<file path="config.mk">
export PLATFORM = sky130hd
export DESIGN_NAME = led_status_multi
export DESIGN_NICKNAME = d
export VERILOG_FILES = /design/src/rtl/led_status_multi_pkg.sv /design/src/rtl/led_status_multi_dim.sv /design/src/rtl/led_status_multi.sv
export SDC_FILE = /design/constraint.sdc
export NUM_CORES = 1
export LEC_CHECK = 0
export ABC_AREA = 1
export CELL_PAD_IN_SITES_DETAIL_PLACEMENT = 1
export CELL_PAD_IN_SITES_GLOBAL_PLACEMENT = 1
export CORE_MARGIN = 3
export CORE_UTILIZATION = 43
export DETAILED_ROUTE_END_ITERATION = 6
export GPL_TIMING_DRIVEN = 0
export PLACE_DENSITY = 0.87
export SYNTH_ARGS = -nofsm -noshare
export SYNTH_HDL_FRONTEND = slang
export SYNTH_SLANG_ARGS = --single-unit
</file>
<file path="constraint.sdc">
create_clock -name dataclk -period 5 [get_ports dataclk]
set_input_delay 1 -clock dataclk [delete_from_list [all_inputs] [get_ports dataclk]]
set_output_delay 1 -clock dataclk [all_outputs]
set_load 0.01 [all_outputs]
</file>
<file path="src/rtl/led_status_multi_pkg.sv">
// Purpose: shared colours, byte positions, clamp and ADC scan state encoding for the LED status block.
// Latency: n/a (constants and types only).
// Backpressure: n/a.
package led_status_multi_pkg;

    // Colours are packed {G,R,B}, one byte each.
    localparam int G_LSB = 16;
    localparam int R_LSB = 8;
    localparam int B_LSB = 0;

    localparam logic [23:0] COLOR_RED    = 24'h007000;
    localparam logic [23:0] COLOR_GREEN  = 24'h700000;
    localparam logic [23:0] COLOR_BLUE   = 24'h000070;
    localparam logic [23:0] COLOR_PURPLE = 24'h005050;
    localparam logic [23:0] COLOR_YELLOW = 24'h505000;
    localparam logic [23:0] COLOR_WHITE  = 24'h303030;

    // Ceiling on the ADC level added to WHITE; 0x30 + 0xBE stays below 0x100,
    // so the add into a single byte never carries into its neighbour.
    localparam logic [7:0] ADC_CLAMP = 8'hBE;

    typedef enum logic [2:0] {
        ST_IDLE     = 3'd0,
        ST_LOAD     = 3'd1,
        ST_CMP      = 3'd2,
        ST_CLAMP    = 3'd3,
        ST_COLOR    = 3'd4,
        ST_WAIT_LOW = 3'd5
    } adc_state_t;

endpackage

</file>
<file path="src/rtl/led_status_multi_dim.sv">
// Purpose: scales each byte of a 24-bit colour by (brightness+1)/256 and registers it.
// Latency: 1 dataclk cycle from color_in/brightness to color_out.
// Backpressure: none; free-running register, output cleared by reset_n.
// Ports: dataclk, reset_n (async active-low), brightness[7:0], color_in[23:0] -> color_out[23:0].
module led_dim (
    input  logic        dataclk,
    input  logic        reset_n,
    input  logic [7:0]  brightness,
    input  logic [23:0] color_in,
    output logic [23:0] color_out
);

    // brightness+1 in 9 bits: 0xFF becomes 0x100, so the >>8 is an exact identity.
    logic [8:0] bright_p1;
    assign bright_p1 = {1'b0, brightness} + 9'd1;

    always_ff @(posedge dataclk or negedge reset_n) begin
        if (!reset_n) begin
            color_out <= '0;
        end else begin
            for (int k = 0; k < 3; k++) begin
                color_out[k*8 +: 8] <= 8'(({9'd0, color_in[k*8 +: 8]} * {8'd0, bright_p1}) >> 8);
            end
        end
    end

endmodule

</file>
<file path="src/rtl/led_status_multi.sv">
// Purpose: front-panel / headstage-port LED colour generation (connect, blink, TTL activity, ADC level).
// Latency: 1 cycle from colour select to outputs; port connect flags add 1 more; ADC colour lands ~19 cycles after a tick.
// Backpressure: none; sample_tick rising edges arriving while an ADC scan is busy are dropped by the scan only.
// Ports: dataclk, reset_n, sample_tick, running, stream_en/stream_sel, dac_en, ttl_in, adc_data, brightness
//        -> led_port (N_PORTS x 24), led_ttl_in, led_ttl_out, led_adc, led_dac (24 each, {G,R,B}).
module led_status_multi
    import led_status_multi_pkg::*;
#(
    parameter int              N_PORTS       = 4,
    parameter int              N_STREAMS     = 16,
    parameter int              SEL_W         = 4,
    parameter int              N_ADC         = 8,
    parameter int              ADC_W         = 16,
    parameter logic [ADC_W-1:0] ADC_OFFSET   = 16'h0FFF,
    parameter int              BLINK_BITS    = 13,
    parameter int              TTL_HOLD_BITS = 12,
    parameter int              N_TTL         = 8
) (
    input  logic                       dataclk,
    input  logic                       reset_n,
    input  logic                       sample_tick,
    input  logic                       running,
    input  logic [N_STREAMS-1:0]       stream_en,
    input  logic [N_STREAMS*SEL_W-1:0] stream_sel,
    input  logic [7:0]                 dac_en,
    input  logic [N_TTL-1:0]           ttl_in,
    input  logic [N_ADC*ADC_W-1:0]     adc_data,
    input  logic [7:0]                 brightness,
    output logic [N_PORTS*24-1:0]      led_port,
    output logic [23:0]                led_ttl_in,
    output logic [23:0]                led_ttl_out,
    output logic [23:0]                led_adc,
    output logic [23:0]                led_dac
);

    localparam int CH_W = (N_ADC > 1) ? $clog2(N_ADC) : 1;
    localparam logic [CH_W-1:0]          LAST_CH   = CH_W'(N_ADC - 1);
    localparam logic [CH_W-1:0]          CH_ONE    = {{(CH_W-1){1'b0}}, 1'b1};
    localparam logic [BLINK_BITS-1:0]    BLINK_ONE = {{(BLINK_BITS-1){1'b0}}, 1'b1};
    localparam logic [TTL_HOLD_BITS-1:0] HOLD_ONE  = {{(TTL_HOLD_BITS-1){1'b0}}, 1'b1};
    localparam logic [ADC_W-1:0]         SIG_ONE   = {{(ADC_W-1){1'b0}}, 1'b1};
    localparam logic [ADC_W-1:0]         SIG_MIN   = {1'b1, {(ADC_W-1){1'b0}}};

    // ---------------- tick detect ----------------
    logic sample_tick_q;
    logic tick;
    assign tick = sample_tick & ~sample_tick_q;

    // ---------------- port connect ----------------
    // Selects fold onto 2*N_PORTS slots; each port owns two adjacent slots.
    logic [N_PORTS-1:0] conn_d, conn_q;

    always_comb begin
        conn_d = '0;
        for (int i = 0; i < N_STREAMS; i++) begin
            for (int p = 0; p < N_PORTS; p++) begin
                if (stream_en[i] &&
                    (((int'(stream_sel[i*SEL_W +: SEL_W]) % (2*N_PORTS)) / 2) == p)) begin
                    conn_d[p] = 1'b1;
                end
            end
        end
    end

    // ---------------- blink / TTL hold ----------------
    logic [BLINK_BITS-1:0]    blink_cnt;
    logic [TTL_HOLD_BITS-1:0] hold_cnt;
    logic [N_TTL-1:0]         ttl_last;
    logic [23:0]              blink_color;

    assign blink_color = blink_cnt[BLINK_BITS-1] ? COLOR_BLUE : COLOR_GREEN;

    always_ff @(posedge dataclk or negedge reset_n) begin
        if (!reset_n) begin
            sample_tick_q <= 1'b0;
            conn_q        <= '0;
            blink_cnt     <= '0;
            hold_cnt      <= '0;
            ttl_last      <= '0;
        end else begin
            sample_tick_q <= sample_tick;
            conn_q        <= conn_d;
            if (tick) begin
                blink_cnt <= blink_cnt + BLINK_ONE;
                ttl_last  <= ttl_in;
                // Any edge restarts the hold; otherwise count up until it wraps to 0 and parks.
                if (ttl_in != ttl_last) begin
                    hold_cnt <= HOLD_ONE;
                end else if (hold_cnt != '0) begin
                    hold_cnt <= hold_cnt + HOLD_ONE;
                end
            end
        end
    end

    // ---------------- ADC level scan ----------------
    adc_state_t       state, state_nxt;
    logic [CH_W-1:0]  ch;
    logic [ADC_W-1:0] sig, sig_abs, max_abs;
    logic             max_neg;
    logic [7:0]       sum;
    logic [23:0]      adc_color;

    // |most negative| does not fit; saturate it to the largest positive value.
    always_comb begin
        sig_abs = sig;
        if (sig[ADC_W-1]) begin
            sig_abs = (sig == SIG_MIN) ? ~SIG_MIN : (~sig + SIG_ONE);
        end
    end

    always_ff @(posedge dataclk or negedge reset_n) begin
        if (!reset_n) begin
            state <= ST_WAIT_LOW;
        end else begin
            state <= state_nxt;
        end
    end

    always_comb begin
        state_nxt = state;
        unique case (state)
            ST_IDLE:     if (tick) state_nxt = ST_LOAD;
            ST_LOAD:     state_nxt = ST_CMP;
            ST_CMP:      state_nxt = (ch == LAST_CH) ? ST_CLAMP : ST_LOAD;
            ST_CLAMP:    state_nxt = ST_COLOR;
            ST_COLOR:    state_nxt = ST_WAIT_LOW;
            ST_WAIT_LOW: if (!sample_tick) state_nxt = ST_IDLE;
            default:     state_nxt = ST_WAIT_LOW;
        endcase
    end

    always_ff @(posedge dataclk or negedge reset_n) begin
        if (!reset_n) begin
            ch        <= '0;
            sig       <= '0;
            max_abs   <= '0;
            max_neg   <= 1'b0;
            sum       <= '0;
            adc_color <= COLOR_WHITE;
        end else begin
            unique case (state)
                ST_IDLE: begin
                    if (tick) begin
                        ch      <= '0;
                        max_abs <= '0;
                        max_neg <= 1'b0;
                    end
                end
                ST_LOAD: sig <= adc_data[ch*ADC_W +: ADC_W] - ADC_OFFSET;
                ST_CMP: begin
                    // Strictly greater: on a tie the earlier channel keeps its sign.
                    if (sig_abs > max_abs) begin
                        max_abs <= sig_abs;
                        max_neg <= sig[ADC_W-1];
                    end
                    if (ch != LAST_CH) ch <= ch + CH_ONE;
                end
                ST_CLAMP: begin
                    sum <= (max_abs[ADC_W-1 -: 8] > ADC_CLAMP) ? ADC_CLAMP : max_abs[ADC_W-1 -: 8];
                end
                ST_COLOR: begin
                    adc_color <= COLOR_WHITE;
                    if (max_neg) adc_color[R_LSB +: 8] <= COLOR_WHITE[R_LSB +: 8] + sum;
                    else         adc_color[G_LSB +: 8] <= COLOR_WHITE[G_LSB +: 8] + sum;
                end
                default: ;
            endcase
        end
    end

    // ---------------- colour select ----------------
    logic [N_PORTS*24-1:0] port_color;
    logic [23:0]           ttl_in_color, dac_color, adc_sel_color;

    always_comb begin
        port_color = '0;
        for (int p = 0; p < N_PORTS; p++) begin
            if (!conn_q[p])    port_color[p*24 +: 24] = COLOR_RED;
            else if (!running) port_color[p*24 +: 24] = COLOR_GREEN;
            else               port_color[p*24 +: 24] = blink_color;
        end
        ttl_in_color  = (running && (hold_cnt != '0)) ? COLOR_YELLOW : COLOR_PURPLE;
        dac_color     = ((dac_en == 8'd0) || !running) ? COLOR_PURPLE : blink_color;
        adc_sel_color = running ? adc_color : COLOR_PURPLE;
    end

    // ---------------- dimmed, registered outputs ----------------
    for (genvar p = 0; p < N_PORTS; p++) begin : g_port_dim
        led_dim u_dim_port (
            .dataclk(dataclk), .reset_n(reset_n), .brightness(brightness),
            .color_in(port_color[p*24 +: 24]), .color_out(led_port[p*24 +: 24])
        );
    end

    led_dim u_dim_ttl_in (
        .dataclk(dataclk), .reset_n(reset_n), .brightness(brightness),
        .color_in(ttl_in_color), .color_out(led_ttl_in)
    );
    led_dim u_dim_ttl_out (
        .dataclk(dataclk), .reset_n(reset_n), .brightness(brightness),
        .color_in(COLOR_PURPLE), .color_out(led_ttl_out)
    );
    led_dim u_dim_adc (
        .dataclk(dataclk), .reset_n(reset_n), .brightness(brightness),
        .color_in(adc_sel_color), .color_out(led_adc)
    );
    led_dim u_dim_dac (
        .dataclk(dataclk), .reset_n(reset_n), .brightness(brightness),
        .color_in(dac_color), .color_out(led_dac)
    );

endmodule

</file>
==> results of run 1 <==
## state kept, by name, summed over array words and instances (netlist names), 3 cells and up, named ones only
signal                           flops
max_abs                             16
u_dim_dac.color_out                 24
u_dim_adc.color_out                 24
sig                                 16
adc_color                           16
ch                                   3
ttl_last                             8
sum                                  8
hold_cnt                            12
conn_q                               4
g_port_dim.u_dim_port.color_out     96
u_dim_ttl_in.color_out              24
u_dim_ttl_out.color_out              7
blink_cnt                           13
## cells in the mapped netlist, types with 2 or more instances
| master | count | area [um^2] |
|---|---|---|
| inv_1 | 837 | 3142 |
| ha_1 | 664 | 8308 |
| nand2_1 | 615 | 2308 |
| nor2_1 | 409 | 1535 |
| dfrtp_1 | 270 | 6756 |
| fa_1 | 200 | 4004 |
| nand3_1 | 196 | 980.9 |
| xor2_1 | 141 | 1235 |
| a21oi_1 | 104 | 520.5 |
| o21ai_0 | 89 | 445.4 |
| nor3_1 | 44 | 220.2 |
| xnor2_1 | 40 | 350.3 |
| nand4_1 | 38 | 237.7 |
| clkbuf_1 | 36 | 135.1 |
| buf_2 | 25 | 125.1 |
| buf_4 | 23 | 172.7 |
| o21bai_1 | 20 | 150.1 |
| a31oi_1 | 18 | 112.6 |
| clkinv_1 | 14 | 52.55 |
| and2_1 | 11 | 68.82 |
| nand2_2 | 11 | 68.82 |
| buf_6 | 8 | 90.09 |
| nor4_1 | 8 | 50.05 |
| o22ai_1 | 8 | 50.05 |
| a211oi_1 | 7 | 52.55 |
| and3_1 | 7 | 43.79 |
| or2_2 | 7 | 43.79 |
| dfstp_2 | 6 | 157.7 |
| o21ai_1 | 6 | 30.03 |
| o31ai_1 | 6 | 45.04 |
| nand3_2 | 5 | 50.05 |
| nor2_2 | 5 | 31.28 |
| buf_1 | 4 | 15.01 |
| inv_2 | 4 | 15.01 |
| nor3_2 | 3 | 30.03 |
| nor3b_1 | 3 | 22.52 |
| a21o_1 | 2 | 15.01 |
| a31o_2 | 2 | 17.52 |
| nor2_4 | 2 | 22.52 |
| or4_1 | 2 | 15.01 |
## power breakdown
group	total [mW]	leakage, nW	switching, mW	internal [mW]
Sequential	3.24	3.54	0.412	2.83
Combinational	9.01	18.5	5.45	3.56
Clock	2.74	0.576	1.15	1.60
## worst max-delay path: stages
cell and delay [ns]:
clkdlybuf4s15_1 0.27, inv_2 0.11, nor2_4 0.15, nand2_2 0.10, o21bai_4 0.15, nand2_4 0.12
buf_4 0.16, buf_4 0.22, o21ai_0 1.35, fa_1 0.86, ha_1 0.43, ha_1 0.32
ha_1 0.41, inv_1 0.13, o21bai_1 0.28, nand2_1 0.10, nand2_1 0.10, a21oi_1 0.10
xnor2_1 0.19
## metrics by stage
step | cells | hold slack, ns
6_report | 5392 | 0.3765
5_1_grt | 5389 | 0.4164
4_1_cts | 5353 | 0.4055
3_5_place_dp | 5271 | 0.4685
3_3_place_gp | 5269 | 0.4603
2_1_floorplan | 3924 | 0.4456
## routing by layer
layer | vias to the layer above | global-route usage, % | wire length (um)
met5 | - | 0 | 64
met4 | 8 | 17.06 | 10840
met3 | 742 | 5.008 | 9106
met2 | 1538 | 53.92 | 64590
met1 | 14697 | 29.98 | 44960
li1 | 13183 | - | -
## logic make-up after synthesis
family          synth area share (%)
flops                          21.73
fa+ha+maj                      38.69
buf+inv                        11.80
compound gates                 4.714
simple gates                   18.07
xor+xnor                       4.982
other cells                  0.01178
## cell type report
cell class                      count  area, um^2  area share (%)
Clock inverter                     16       210.2          0.5258
Sequential cell                   276        6915           17.30
Buffer                             93       750.7           1.878
Inverter                          856        3283           8.212
Timing Repair Buffer              446        4441           11.11
Multi-Input combinational cell   2696       22190           55.50
Tap cell                          959        1200           3.001
Antenna cell                        3       7.507         0.01878
Clock buffer                       46       977.2           2.444
Timing Repair inverter              1       8.758         0.02191
## final timing paths
kind                                                 from  depth (start not counted)  slack (ns)                                               end
worst max-delay path                        brightness[4]                         19       -1.06                  u_dim_adc.color_out[7]$_DFF_PN0_
worst min-delay path                              reset_n                          1        0.38  g_port_dim[3].u_dim_port.color_out[16]$_DFF_PN0_
worst max register to register  blink_cnt[12]$_DFFE_PN0P_                         18       -0.21                  u_dim_dac.color_out[6]$_DFF_PN0_
worst min register to register  blink_cnt[11]$_DFFE_PN0P_                          1        0.48                         blink_cnt[11]$_DFFE_PN0P_
max in group asynchronous                         reset_n                          2        3.60                  u_dim_adc.color_out[8]$_DFF_PN0_
min in group dataclk            blink_cnt[11]$_DFFE_PN0P_                          1        0.48                         blink_cnt[11]$_DFFE_PN0P_
## what timing repair did
action	4_1_cts	5_1_grt
pin swaps	28	79
buffers inserted	21	37
endpoints found under the setup margin	143	56
gates cloned	0	2
gates resized for setup	120	224
==> run_results.csv, run 1 <==
group,metric,value,unit
power_and_ir_drop,overall_power_of_the_completed_layout,14.99,mW
sta,setup_viol,30,
global_route,antenna_found_initial,7,
drt,vias_per_cell,5.595,
drt,route.vias.total,30168,
drt,antenna_violating_nets_post_route,0,
sta,achievable_freq,165.0,MHz
sta,unrepaired_setup_endpoints_after_global_routing,"true",
power_and_ir_drop,ir_drop,0.2916,mV
sta,max_slew_headroom_at_the_worst_pin,-17.29,%
drt,routed_wl,129.6,mm
status,failed_checks,"max-capacitance violations, max-slew violations, negative setup slack",
final_layout,drive_gt1_share,9.977,%
yosys,syn_area,31820,um^2
clock_tree,root_driver,"clkbuf_16",
clock_tree,cts.sinks,276,
clock_tree,worstSkewPairLatency,0.58,ns
yosys,yosys_register_bits,276,
yosys,synth_edf_count,0,
final_layout,n_fill_cell,8576,
global_route,overflow_left_after_global_routing,0,
drt,drcViolationCount,0,
sta,timing.final.crit_period,6.059,ns
placed_design,detailed_place.area,37200,um^2
global_route,pin_count_of_the_biggest_net_entering_global_routing,104,
clock_tree,cts_hold_buf,0,
floorplanning,coreArea,73080,um^2
sta,final-max-slew-violation-count,2,
final_layout,design.final.nets,5505,
job,max_cap_violations,1,
global_route,track_usage,28.75,%
sta,finalClockSkew,0.03929,ns
sta,fin_setup_tns,-9.146,ns
floorplanning,die_ar,77310,um^2
power_and_ir_drop,power.density,375.0,nW/um^2
global_route,number_of_global_route_vias_before_repair,32628,
global_route,first_pass_grt_wire_length,176.1,mm
critical_path,required,5.49,ns
yosys,synth_sequential_area_ratio,21.73,%
yosys,synthFlopType,"dfrtp_1",
floorplanning,start_util,43.54,%
final_layout,most_frequent_standard_cell_in_the_layout_excluding_fill_and_tap_cells,"inv_1",
floorplanning,row_count,99,
yosys,yosys_warnings,0,
placed_design,dp_hpwl,83.85,mm
sta,final-hold-violation-count,0,
placed_design,io_buffer_count,386,
critical_path,cp-end-kind,"register",
sta,final.setup.worst_slack,-1.059,ns
floorplanning,die_width,278.0,um
yosys,synth_async_sr_flop_share,100.0,%
floorplanning,io_pins,428,
critical_path,timing.critical_path.from_type,"primary input",
placed_design,final_estimated_routing_congestion_in_global_placement,0.8877,
critical_path,timing_worst_setup_path_type,"primary input to register",
final_layout,finish.utilization,54.71,%
placed_design,dp_slack,-2.177,ns
sta,share_of_the_clock_period_used_by_the_worst_path_after_layout,121.2,%
clock_tree,htree_levels,2,
drt,detail_route.wl_per_cell,24.03,um
drt,drt_first_pass_iters,7,
critical_path,cp.arrival,6.55,ns
yosys,postSynthCellCount,3911,
clock_tree,clk_pin_slew_worst_paths,0.06,ns
clock_tree,tritoncts_clock_tree,"yes",
drt,drt_iter0_markers,2124,
final_layout,area_growth,25.63,%
worst_hold_path,timing.hold.worst.class,"primary input to async pin",
yosys,synth.avg_cell_area,8.137,um^2
clock_tree,cts.path.max_buffers,3,
sta,tightestPinTransition,1.741,ns
final_layout,most_used_cells_in_the_layout_excluding_fill_and_tap_cells,"inv_1, ha_1, nand2_1",
floorplanning,fp.dieH,278.0,um
status,outcome,"finished with violations",
yosys,synth.lib_cells_used.distinct,51,
clock_tree,tritoncts.num_buffers,35,
final_layout,final_cell_area,39980,um^2
power_and_ir_drop,power.static_leakage,22.62,nW
critical_path,largest_fanout_on_the_critical_path,10,
(Power assumes the default switching activity.)
==> inputs of run 2 (changes only) <==
--- a/config.mk
+++ b/config.mk
@@ -9,10 +9,10 @@
 export CELL_PAD_IN_SITES_DETAIL_PLACEMENT = 1
 export CELL_PAD_IN_SITES_GLOBAL_PLACEMENT = 1
 export CORE_MARGIN = 3
-export CORE_UTILIZATION = 43
+export CORE_UTILIZATION = 46
 export DETAILED_ROUTE_END_ITERATION = 6
 export GPL_TIMING_DRIVEN = 0
-export PLACE_DENSITY = 0.87
+export PLACE_DENSITY = 0.92
 export SYNTH_ARGS = -nofsm -noshare
 export SYNTH_HDL_FRONTEND = slang
 export SYNTH_SLANG_ARGS = --single-unit
==> constraint.sdc (replaced) <==
create_clock -name dataclk -period 7.2 [get_ports dataclk]
set_input_delay 1.44 -clock dataclk [delete_from_list [all_inputs] [get_ports dataclk]]
set_output_delay 1.44 -clock dataclk [all_outputs]
set_load 0.01 [all_outputs]
==> run_results.csv, run 2 (synthesis results as in run 1) <==
group,metric,value,unit
final_layout,most_used_cells_in_the_layout_excluding_fill_and_tap_cells,"inv_1, ha_1, nand2_1",
worst_hold_path,timing.hold.worst.class,"register to register",
clock_tree,htree_levels,2,
job,max_cap_violations,0,
sta,max_slew_headroom_at_the_worst_pin,8.747,%
floorplanning,die_width,269.0,um
global_route,pin_count_of_the_biggest_net_entering_global_routing,119,
global_route,overflow_left_after_global_routing,0,
sta,final.setup.worst_slack,0.008133,ns
floorplanning,fp.dieH,269.0,um
final_layout,most_frequent_standard_cell_in_the_layout_excluding_fill_and_tap_cells,"inv_1",
final_layout,area_growth,19.99,%
final_layout,flip_flop_count_of_the_largest_register_all_copies_and_words_added,96,
drt,vias_per_cell,5.528,
clock_tree,tritoncts.num_buffers,37,
drt,drt_iter0_markers,1629,
sta,final-hold-violation-count,0,
sta,timing.final.crit_period,7.192,ns
drt,drt_first_pass_iters,5,
floorplanning,io_pins,428,
floorplanning,coreArea,67870,um^2
clock_tree,root_driver,"clkbuf_16",
sta,setup_viol,0,
placed_design,final_estimated_routing_congestion_in_global_placement,0.8830,
drt,detail_route.wl_per_cell,22.38,um
drt,antenna_violating_nets_post_route,0,
floorplanning,start_util,46.89,%
sta,achievable_freq,139.0,MHz
sta,unrepaired_setup_endpoints_after_global_routing,"false",
sta,finalClockSkew,0.03744,ns
floorplanning,row_count,95,
sta,share_of_the_clock_period_used_by_the_worst_path_after_layout,99.89,%
critical_path,cp.arrival,7.68,ns
power_and_ir_drop,overall_power_of_the_completed_layout,9.350,mW
placed_design,dp_hpwl,89.02,mm
clock_tree,cts.sinks,276,
sta,final-max-slew-violation-count,0,
power_and_ir_drop,power.density,244.9,nW/um^2
clock_tree,clk_pin_slew_worst_paths,0.07,ns
power_and_ir_drop,power.static_leakage,22.06,nW
placed_design,dp_slack,-0.8985,ns
sta,tightestPinTransition,1.369,ns
final_layout,design.final.nets,5451,
global_route,first_pass_grt_wire_length,183.8,mm
clock_tree,cts.path.max_buffers,3,
global_route,track_usage,32.97,%
drt,route.vias.total,29292,
floorplanning,die_ar,72370,um^2
critical_path,cp-end-kind,"register",
critical_path,timing.critical_path.from_type,"primary input",
critical_path,largest_fanout_on_the_critical_path,10,
global_route,number_of_global_route_vias_before_repair,33667,
clock_tree,worstSkewPairLatency,0.59,ns
final_layout,drive_gt1_share,3.795,%
critical_path,required,7.69,ns
critical_path,timing_worst_setup_path_type,"primary input to register",
final_layout,n_fill_cell,8132,
power_and_ir_drop,ir_drop,0.1461,mV
clock_tree,tritoncts_clock_tree,"yes",
drt,routed_wl,118.6,mm
final_layout,largest_register_by_flop_count,"g_port_dim.u_dim_port.color_out",
drt,drcViolationCount,0,
placed_design,io_buffer_count,386,
global_route,antenna_found_initial,6,
clock_tree,cts_hold_buf,0,
status,outcome,"completed",
## run 2: what timing repair did
action                     CTS  global route
setup endpoints to repair   15            13
setup buffers                1             0
resized for setup            7             6
## run 2: worst paths after layout
path	start	to	slack (ns)	cells past startpoint
max in group asynchronous	reset_n	adc_color[12]$_DFFE_PN1N_	4.99	3
hold / removal	blink_cnt[11]$_DFFE_PN0P_	blink_cnt[11]$_DFFE_PN0P_	0.48	1
setup / recovery	brightness[2]	g_port_dim[2].u_dim_port.color_out[6]$_DFF_PN0_	0.008	21
hold reg to reg	blink_cnt[11]$_DFFE_PN0P_	blink_cnt[11]$_DFFE_PN0P_	0.48	1
min in group asynchronous	reset_n	g_port_dim[0].u_dim_port.color_out[7]$_DFF_PN0_	0.83	1
setup reg to reg	conn_q[2]$_DFF_PN0_	g_port_dim[2].u_dim_port.color_out[23]$_DFF_PN0_	1.78	21
## run 2: worst max-delay path: stages
cell and delay (ns):
clkdlybuf4s50_1 0.58, nand4_1 0.22, nor2_1 0.24, nand2_1 0.16, nand2_2 0.41, clkbuf_1 0.87
nor2_1 0.24, ha_1 0.40, inv_1 0.08, fa_1 0.53, inv_1 0.07, ha_1 0.32
ha_1 0.32, ha_1 0.38, a21oi_1 0.15, inv_1 0.06, a31oi_1 0.34, nor2_1 0.10
o21ai_0 0.32, nand2_1 0.18, xor2_1 0.24
## run 2: stage by stage
step	hold slack, ns	area, um^2	util, %	cells	TNS, ns
after floorplan	0.4456	31870	-	3924	0
final	0.4770	38180	56.26	5299	0
after CTS	0.4805	38160	56.23	5295	0
after global routing	0.4924	38170	56.24	5295	0
after global placement	0.4621	36890	54.35	5231	-2004.06
after detailed placement	0.4675	36950	54.44	5233	-16.87
## run 2: layer usage
layer  global-route usage, %  vias up  wire length (um)
li1                        -    13066                 -
met1                   32.59    14347             40910
met2                   60.24     1250             60500
met3                   7.975      627              7504
met4                   23.88        2              9680
met5                       0        -                 9
## run 2: power by group
group | total, mW | switching (mW) | internal, mW
sequential | 2.22 | 0.254 | 1.96
combinational | 5.20 | 3.21 | 1.99
clock | 1.93 | 0.784 | 1.15
total | 9.35 | 4.25 | 5.10
## run 2: area by class of cell
type | instances | area (um^2) | area share [%]
clock buffer | 49 | 991.0 | 2.595
clock inverter | 13 | 203.9 | 0.5341
buffer | 95 | 544.3 | 1.425
multi-input combinational | 2696 | 21200 | 55.53
tap | 921 | 1152 | 3.018
sequential | 276 | 6914 | 18.11
antenna | 4 | 10.01 | 0.02621
timing repair buffer | 389 | 3934 | 10.30
inverter | 856 | 3229 | 8.458
